[src/rtl/traffic_display.sv]
// Output stage for the auto-mode sequencer: registered lamp decode, flashing-yellow
// generator, sequential double-dabble BCD engine and a 4-digit multiplexed display.
module traffic_display #(
  parameter int unsigned SCAN_DIV  = 50000,
  parameter int unsigned BLINK_DIV = 25000000
) (
  input  logic       clk,
  input  logic       reset,
  input  logic       enable,
  input  logic [2:0] state,
  input  logic [6:0] timeLane1,
  input  logic [6:0] timeLane2,
  output logic [2:0] lamp1,
  output logic [2:0] lamp2,
  output logic [6:0] seg,
  output logic [3:0] an,
  output logic       conv_busy
);

  localparam int unsigned SCAN_W  = $clog2(SCAN_DIV);
  localparam int unsigned BLINK_W = $clog2(BLINK_DIV);
  localparam logic [SCAN_W-1:0]  SCAN_MAX  = SCAN_W'(SCAN_DIV - 1);
  localparam logic [BLINK_W-1:0] BLINK_MAX = BLINK_W'(BLINK_DIV - 1);

  localparam logic [2:0] ST_GR = 3'd3;
  localparam logic [2:0] ST_YR = 3'd4;
  localparam logic [2:0] ST_RG = 3'd5;
  localparam logic [2:0] ST_RY = 3'd6;

  typedef enum logic [1:0] {
    CONV_IDLE   = 2'd0,
    CONV_SHIFT  = 2'd1,
    CONV_COMMIT = 2'd2
  } conv_state_e;

  function automatic logic [6:0] clamp99(input logic [6:0] v);
    logic [6:0] r;
    if (v > 7'd99) r = 7'd99;
    else           r = v;
    return r;
  endfunction

  // Working word layout: [14:11] tens, [10:7] units, [6:0] binary still to shift in.
  function automatic logic [14:0] dd_step(input logic [14:0] w);
    logic [14:0] a;
    a = w;
    if (a[10:7] >= 4'd5)  a[10:7]  = a[10:7] + 4'd3;
    else                  a[10:7]  = a[10:7];
    if (a[14:11] >= 4'd5) a[14:11] = a[14:11] + 4'd3;
    else                  a[14:11] = a[14:11];
    return {a[13:0], 1'b0};
  endfunction

  function automatic logic [6:0] hex7(input logic [3:0] d);
    logic [6:0] s;
    case (d)
      4'h0: s = 7'h40;
      4'h1: s = 7'h79;
      4'h2: s = 7'h24;
      4'h3: s = 7'h30;
      4'h4: s = 7'h19;
      4'h5: s = 7'h12;
      4'h6: s = 7'h02;
      4'h7: s = 7'h78;
      4'h8: s = 7'h00;
      4'h9: s = 7'h10;
      4'hA: s = 7'h08;
      4'hB: s = 7'h03;
      4'hC: s = 7'h46;
      4'hD: s = 7'h21;
      4'hE: s = 7'h06;
      4'hF: s = 7'h0E;
      default: s = 7'h7F;
    endcase
    return s;
  endfunction

  logic [2:0]         lamp1_q, lamp1_d, lamp2_q, lamp2_d;
  logic [6:0]         seg_q, seg_d;
  logic [3:0]         an_q, an_d;
  logic               busy_q, busy_d;
  logic [SCAN_W-1:0]  scan_cnt_q, scan_cnt_d;
  logic [1:0]         idx_q, idx_d;
  logic [BLINK_W-1:0] blink_cnt_q, blink_cnt_d;
  logic               blink_ph_q, blink_ph_d;
  conv_state_e        conv_q, conv_d;
  logic [2:0]         shcnt_q, shcnt_d;
  logic [14:0]        work1_q, work1_d, work2_q, work2_d;
  logic [13:0]        snap_q, snap_d;
  logic [3:0]         d1t_q, d1t_d, d1u_q, d1u_d, d2t_q, d2t_d, d2u_q, d2u_d;
  logic [6:0]         c1_s, c2_s;
  logic [3:0]         dsel_s;

  assign c1_s = clamp99(timeLane1);
  assign c2_s = clamp99(timeLane2);

  always_comb begin
    lamp1_d = 3'b100;
    lamp2_d = 3'b100;
    if (!enable) begin
      lamp1_d = {1'b0, blink_ph_q, 1'b0};
      lamp2_d = {1'b0, blink_ph_q, 1'b0};
    end else begin
      case (state)
        ST_GR:   begin lamp1_d = 3'b001; lamp2_d = 3'b100; end
        ST_YR:   begin lamp1_d = 3'b010; lamp2_d = 3'b100; end
        ST_RG:   begin lamp1_d = 3'b100; lamp2_d = 3'b001; end
        ST_RY:   begin lamp1_d = 3'b100; lamp2_d = 3'b010; end
        default: begin lamp1_d = 3'b100; lamp2_d = 3'b100; end
      endcase
    end
  end

  // Blink generator is parked dark while enabled so flashing always starts with lamps off.
  always_comb begin
    blink_cnt_d = blink_cnt_q;
    blink_ph_d  = blink_ph_q;
    if (enable) begin
      blink_cnt_d = '0;
      blink_ph_d  = 1'b0;
    end else if (blink_cnt_q == BLINK_MAX) begin
      blink_cnt_d = '0;
      blink_ph_d  = ~blink_ph_q;
    end else begin
      blink_cnt_d = blink_cnt_q + 1'b1;
    end
  end

  always_comb begin
    scan_cnt_d = scan_cnt_q + 1'b1;
    idx_d      = idx_q;
    if (scan_cnt_q == SCAN_MAX) begin
      scan_cnt_d = '0;
      idx_d      = idx_q + 2'd1;
    end else begin
      idx_d      = idx_q;
    end
  end

  always_comb begin
    conv_d  = conv_q;
    shcnt_d = shcnt_q;
    work1_d = work1_q;
    work2_d = work2_q;
    snap_d  = snap_q;
    d1t_d   = d1t_q;
    d1u_d   = d1u_q;
    d2t_d   = d2t_q;
    d2u_d   = d2u_q;
    case (conv_q)
      CONV_IDLE: begin
        if ({c1_s, c2_s} != snap_q) begin
          work1_d = {8'd0, c1_s};
          work2_d = {8'd0, c2_s};
          snap_d  = {c1_s, c2_s};
          shcnt_d = 3'd0;
          conv_d  = CONV_SHIFT;
        end else begin
          conv_d  = CONV_IDLE;
        end
      end
      CONV_SHIFT: begin
        work1_d = dd_step(work1_q);
        work2_d = dd_step(work2_q);
        if (shcnt_q == 3'd6) begin
          conv_d  = CONV_COMMIT;
        end else begin
          shcnt_d = shcnt_q + 3'd1;
        end
      end
      CONV_COMMIT: begin
        d1t_d  = work1_q[14:11];
        d1u_d  = work1_q[10:7];
        d2t_d  = work2_q[14:11];
        d2u_d  = work2_q[10:7];
        conv_d = CONV_IDLE;
      end
      default: conv_d = CONV_IDLE;
    endcase
    busy_d = (conv_d != CONV_IDLE);
  end

  // Even indices are tens digits, which blank when zero.
  always_comb begin
    case (idx_q)
      2'd0:    dsel_s = d1t_q;
      2'd1:    dsel_s = d1u_q;
      2'd2:    dsel_s = d2t_q;
      2'd3:    dsel_s = d2u_q;
      default: dsel_s = 4'd0;
    endcase
    an_d  = 4'hF;
    seg_d = 7'h7F;
    if (!enable) begin
      an_d  = 4'hF;
      seg_d = 7'h7F;
    end else begin
      an_d = ~(4'b0001 << idx_q);
      if (!idx_q[0] && (dsel_s == 4'd0)) seg_d = 7'h7F;
      else                               seg_d = hex7(dsel_s);
    end
  end

  always_ff @(posedge clk) begin
    if (!reset) begin
      lamp1_q     <= 3'b100;
      lamp2_q     <= 3'b100;
      seg_q       <= 7'h7F;
      an_q        <= 4'hF;
      busy_q      <= 1'b0;
      scan_cnt_q  <= '0;
      idx_q       <= 2'd0;
      blink_cnt_q <= '0;
      blink_ph_q  <= 1'b0;
      conv_q      <= CONV_IDLE;
      shcnt_q     <= 3'd0;
      work1_q     <= 15'd0;
      work2_q     <= 15'd0;
      snap_q      <= 14'd0;
      d1t_q       <= 4'd0;
      d1u_q       <= 4'd0;
      d2t_q       <= 4'd0;
      d2u_q       <= 4'd0;
    end else begin
      lamp1_q     <= lamp1_d;
      lamp2_q     <= lamp2_d;
      seg_q       <= seg_d;
      an_q        <= an_d;
      busy_q      <= busy_d;
      scan_cnt_q  <= scan_cnt_d;
      idx_q       <= idx_d;
      blink_cnt_q <= blink_cnt_d;
      blink_ph_q  <= blink_ph_d;
      conv_q      <= conv_d;
      shcnt_q     <= shcnt_d;
      work1_q     <= work1_d;
      work2_q     <= work2_d;
      snap_q      <= snap_d;
      d1t_q       <= d1t_d;
      d1u_q       <= d1u_d;
      d2t_q       <= d2t_d;
      d2u_q       <= d2u_d;
    end
  end

  assign lamp1     = lamp1_q;
  assign lamp2     = lamp2_q;
  assign seg       = seg_q;
  assign an        = an_q;
  assign conv_busy = busy_q;

endmodule

[config.mk]
export PLATFORM = sky130hd
export DESIGN_NAME = traffic_display
export DESIGN_NICKNAME = d
export VERILOG_FILES = /design/src/rtl/traffic_display.sv
export SDC_FILE = /design/constraint.sdc
export NUM_CORES = 1
export LEC_CHECK = 0
export BUFFER_PORTS_ARGS = -buffer_cell sky130_fd_sc_hd__buf_2
export CORE_MARGIN = 10
export CORE_UTILIZATION = 55
export CTS_CLUSTER_DIAMETER = 40
export DETAILED_ROUTE_END_ITERATION = 16
export PLACE_DENSITY = 0.73
export SYNTH_ARGS = -nofsm -noshare
export SYNTH_HDL_FRONTEND = slang
export SYNTH_SLANG_ARGS = --single-unit
[constraint.sdc]
create_clock -name clk -period 2.55 [get_ports clk]
set_input_delay 0 -clock clk [delete_from_list [all_inputs] [get_ports clk]]
set_output_delay 0 -clock clk [all_outputs]
set_load 0.05 [all_outputs]
**Yosys cells after proc, flatten, opt, wreduce, memory -nomap -nowiden**

Memories as Yosys holds them, arrays and structs flattened. A register that Yosys moved wholly into a read port is not among the register bits.
Cells that the tools add are included.

- Bits in registers: 120
- ROM bits: 112
- Bits of input ports: 20
- Word-level logic and storage cells: 90
- Memories kept: 1

Memory list:

| memory | depth | width | read ports | clocked after Yosys merged registers in | write ports | line | text |
|---|---|---|---|---|---|---|---|
| (name not given) | 16 | 7 | 1 | 1 | 0 | 56 | `case (d)` |

- Add/subtract/negate cells: 8
- Magnitude comparators: 6
- Equal/unequal tests: 15
- Shift operators: 1
- Multiplexer cells: 21
- Bitwise logic cells: 4
- Reductions and logical operators: 15

Operator list:

| cell | count |
|---|---|
| one-hot mux 15 bit (2 select lines) | 2 |
| two-way mux 15 bit | 2 |
| adder 25 x 1 -> 25 bit (second input constant) | 1 |
| equality test 25 bit (second input constant) | 1 |
| two-way mux 3 bit | 6 |
| one-hot mux 3 bit (2 select lines) | 3 |
| adder 16 x 1 -> 16 bit (second input constant) | 1 |
| equality test 16 bit (second input constant) | 1 |
| >= comparator 4 x 3 -> 1 bit (second input constant) | 4 |
| one-hot mux 4 bit (4 select lines) | 1 |
| greater-than comparator 7 bit (second input constant) | 2 |
| two-way mux 7 bit | 2 |
| inequality test 14 bit | 1 |
| equality test 3 bit (second input constant) | 4 |
| adder 4 x 2 -> 4 bit (second input constant) | 2 |
| two-way mux 4 bit | 2 |
| adder 3 x 2 -> 3 bit (second input constant) | 2 |
| equality test 2 bit (second input constant) | 3 |
| AND reduction 2 bit | 3 |
| OR reduction 3 bit | 2 |
| equality test 2 x 1 -> 1 bit (second input constant) | 2 |
| logical NOT 2 bit | 2 |
| logical NOT 4 bit | 1 |
| inequality test 2 bit (second input constant) | 2 |
| other kinds (14) | 18 |

**Longest topological paths before layout**

- Depth after elaboration: 6
- Depth in mapped cells: 9
- Mapped depth without buffers: 9

**Worst setup path after synthesis**

OpenSTA, ideal clock, no wires.

- Path type: flip-flop to flip-flop
- From: register idx_q[0]
- To: register seg_q[3], in the netlist seg[3]
- Setup time: 0.135 ns
- Arrival: 2.169 ns
- Data required time: 2.415 ns
- Slack: 0.246 ns
- Stages on the path, launching flop included: 10
- Clock period less this slack: 2.304 ns
- Path through: dfxtp_1 -> inv_1 -> ha_1 -> clkbuf_1 -> mux2i_1 -> inv_1 -> ha_1 -> mux4_2 -> inv_1 -> nand2_1

- Longest elaborated chain between the ends: 5

RTL lines:

| element | line | text |
|---|---|---|
| start, declared | 83 | `logic [1:0] idx_q, idx_d;` |
| start signal, assigned | 231 | `idx_q <= idx_d;` |
| equality test 2 bit (tied with other cells) | 185 | `case (idx_q)` |
| one-hot mux 4 bit (4 select lines) | 185 |  |
| logical NOT 4 bit | 199 | `if (!idx_q[0] && (dsel_s == 4'd0)) seg_d = 7'h7F;` |
| logical AND 1 bit | 199 |  |
| OR reduction 3 bit (no source line) | - |  |
| end, declared | 79 | `logic [6:0] seg_q, seg_d;` |

Parallel ways exist; a longest one is shown, timed or not.
A chain may end at the register's enable or synchronous reset.

**Worst setup path after layout**

- From: register idx_q[1]
- To: register seg_q[3], in the netlist seg[3]

- Longest elaborated chain between the ends: 5

RTL lines:

| element | line |
|---|---|
| equality test 2 bit (tied with other cells) | 185 |
| one-hot mux 4 bit (4 select lines) * | 185 |
| logical NOT 4 bit | 199 |
| logical AND 1 bit | 199 |
| OR reduction 3 bit (no source line) | - |

Every way passes the cells marked *; elsewhere a longest branch is shown, timed or not.

==> metrics.md <==
| Metric | Value |
|---|---|
| Pwr Total | 0.004863 W |
| Post-route worst setup slack | 0.1122 ns |
| FMAX | 410.2 MHz |
| GRT overflow | 0 |
| Final instance area | 0.007318 mm^2 |
| First-pass GRT wire length | 23230 um |
| Vias post-DR | 5220 |
| Sequential area share after synthesis | 41.75% |
| Area share of the largest cell type after synthesis | 41.75% |
| Crit start category | flop |
| DRC Markers | 0 |
| Setup_tns | 0 ns |
| Reg clk slew, reported paths | 0.06 ns |
| Synth warn | 0 |
| Mapped Area | 0.006090 mm^2 |
| P&R area growth vs syn | 20.18% |
| Crit. End Element | flop |
| Post-synth ARST share | 0% |
| Die area | 0.01568 mm^2 |
| Worst vdd ir | 0.0006056 V |
| Count leader, synth | dfxtp_1 |
| Wirelength, routed | 13720 um |
| Crit path DAT | 2.87 ns |
| Slowest cell on crit path | mux4_2 |
| PwrDens | 664.5 mW/mm^2 |
| Routability cong. | 0.8276 |
| Clk_skew | 0.006417 ns |
| Area leader, netlist | dfxtp_1 |
| H-tree depth | 4 |
| Slew @ Worst Pin | 0.6461 ns |
| WS Path Type | reg2reg |
| Clock Sinks | 127 |
| Filler cells | 889 |
| Core area | 0.01084 mm^2 |
| Worst Path Max Fanout | 5 |
| Post-synthesis cell count | 722 |
| Crit path max-delay family | multiplexers |
| Syn Nets | 765 |
| Top cells by area, synth | dfxtp_1 (42%), nand2_1 (6.8%), ha_1 (4.7%) |
| Number of synthesized flops with an enable pin | 0 |
| Distinct cell type count after synthesis | 57 |
| Largest net degree at the start of global routing | 48 |
| Vias in the first global route | 5050 |
| Clock tree from TritonCTS | done |
| IO Port Bufs | 37 |
| Vias/cell | 5.559 |
| Pleak | 2.700 nW |
| Worst slew margin | 56.60% |
| CTS Buf Count | 17 |
| Maxcap violations | 0 |
| Die Span Y | 125.2 um |
| Drt first pass iters | 5 |
| Placed cell area | 0.006417 mm^2 |
| Gr usage total | 17.31% |
| Slew Limit Fails | 0 |
| Most used DFF post-synth | dfxtp_1 |
| Inserted Diodes | 0 |
| Final setup viols | 0 |
| 1st-iter DRT viols | 402 |
| Ratio of cells with drive above 1 in the final layout | 13.52% |
| Initial antenna violation count | 0 |
| Critical-path cell list | inv_1 > ha_1 > a222oi_1 > mux2i_2 > buf_4 > ha_1 > mux4_2 > inv_1 > nand2_1 |
| Multi-input logic area | 0.003307 mm^2 |
| Net count, final | 829 |
| Sequential cell area | 0.002542 mm^2 |
| Status | complete, no violations |
| WP data required | 2.98 ns |
| Final Cycle Share | 95.60% |
| Avg WL per Cell | 14.61 um |
| Critical path buffer and inverter count | 3 |
| RSZ-0062 raised after global routing | false |
| CP peak stage delay | 0.47 ns |
| Initial Utilization | 56.17% |
| Ports | 38 |
| Hold WS | 0.3002 ns |
| Final hold viol count | 0 |
| HP Class | in2reg |
| Post-DP HPWL | 9318 um |
| Clk buf depth | 2 |
| Clk_lat worst skew | 0.54 ns |
| Antenna violation net count after detailed routing | 0 |
| Die width | 125.2 um |
| Min Tclk post-route | 2.438 ns |
| CTS root buffer | clkbuf_8 |
| Row cnt | 38 |
| Seq cells post-synth | 127 |
| Dpl ws | 0.1015 ns |
| Average cell area after synthesis | 8.434 um^2 |
| Most frequent cells after synthesis | dfxtp_1 (127), nand2_1 (111), nor2_1 (62) |
==> placed cells by master, fill, tap and decap left out, types with 11 or more instances in the layout <==
cell type,instances
a21oi_1,42
a31oi_1,19
buf_2,37
buf_4,19
clkbuf_16,16
dfxtp_1,127
dlygate4sd3_1,24
ha_1,22
inv_1,30
mux2i_1,11
nand2_1,111
nand3_1,37
nor2_1,62
o21ai_0,23
o22ai_1,18
xnor2_1,26
xor2_1,32
==> stage by stage <==
stage,std cells,util (%)
after global routing,939,67.51
after CTS,934,67.00
after floorplan,722,-
after detailed placement,878,59.20
after global placement,878,59.20
final,939,67.51
==> final timing paths <==
kind / depth (start not counted) / start / endpoint / slack [ns]
max: 9 / idx_q[1]$_SDFFE_PN0P_ / seg[3]$_SDFF_PP1_ / 0.11
min: 3 / enable / blink_ph_q$_SDFFE_PP0P_ / 0.30
max reg2reg: 9 / idx_q[1]$_SDFFE_PN0P_ / seg[3]$_SDFF_PP1_ / 0.11
min reg2reg: 1 / scan_cnt_q[0]$_SDFF_PP0_ / scan_cnt_q[0]$_SDFF_PP0_ / 0.45
==> per-layer routing <==
metal | track usage (%) | vias to the layer above | routed length (um)
li1 | - | 2644 | -
met1 | 20.01 | 2433 | 6027
met2 | 28.94 | 114 | 6740
met3 | 5.239 | 29 | 696
met4 | 7.656 | 0 | 259
met5 | 0 | - | 0
==> kinds of logic (layout without fill, tap and decap cells) <==
kind of cell,after synthesis,count (layout),share of synthesized area [%]
buffers and inverters,67,144,4.232
AOI/OAI and AO/OA,147,147,15.90
muxes,18,18,3.205
adders and majority gates,23,23,4.726
DFF,127,127,41.75
and+or+nand+nor,282,282,21.84
xor gates and xnor gates,58,58,8.342
==> sequential cells by signal, summed over array words and instances, names as in the netlist, 7 cells and up <==
signal       count
blink_cnt_q     25
scan_cnt_q      16
seg              7
snap_q          14
work1_q         15
work2_q         15
==> layout make-up <==
class / instances / share of cell area, %
Sequential cell: 127 / 34.74
Clock buffer: 21 / 6.411
Multi-Input combinational cell: 528 / 45.19
Clock inverter: 11 / 1.864
Tap cell: 140 / 2.394
Inverter: 32 / 1.641
Timing Repair Buffer: 80 / 7.762
==> report_power, final <==
| part | switching [W] | leakage, nW | internal, W |
|---|---|---|---|
| Clock | 0.000857 | 0.303 | 0.00158 |
| Combinational | 0.000209 | 1.36 | 0.000142 |
| Sequential | 0.0000369 | 1.03 | 0.00204 |
==> timing repair <==
| item | CTS | global route |
|---|---|---|
| gates resized for setup | 0 | 6 |
| hold buffers | 24 | 0 |
| setup buffers | 0 | 5 |
| endpoints found under the setup margin | 0 | 2 |
| hold endpoints to repair | 41 | 0 |
==> worst min-delay path: cells and delay by family <==
kind	cells	cell delay, ns
buf+inv	2	0.71
simple gates	1	0.08
Note: power is estimated with default switching activity, not from simulation.
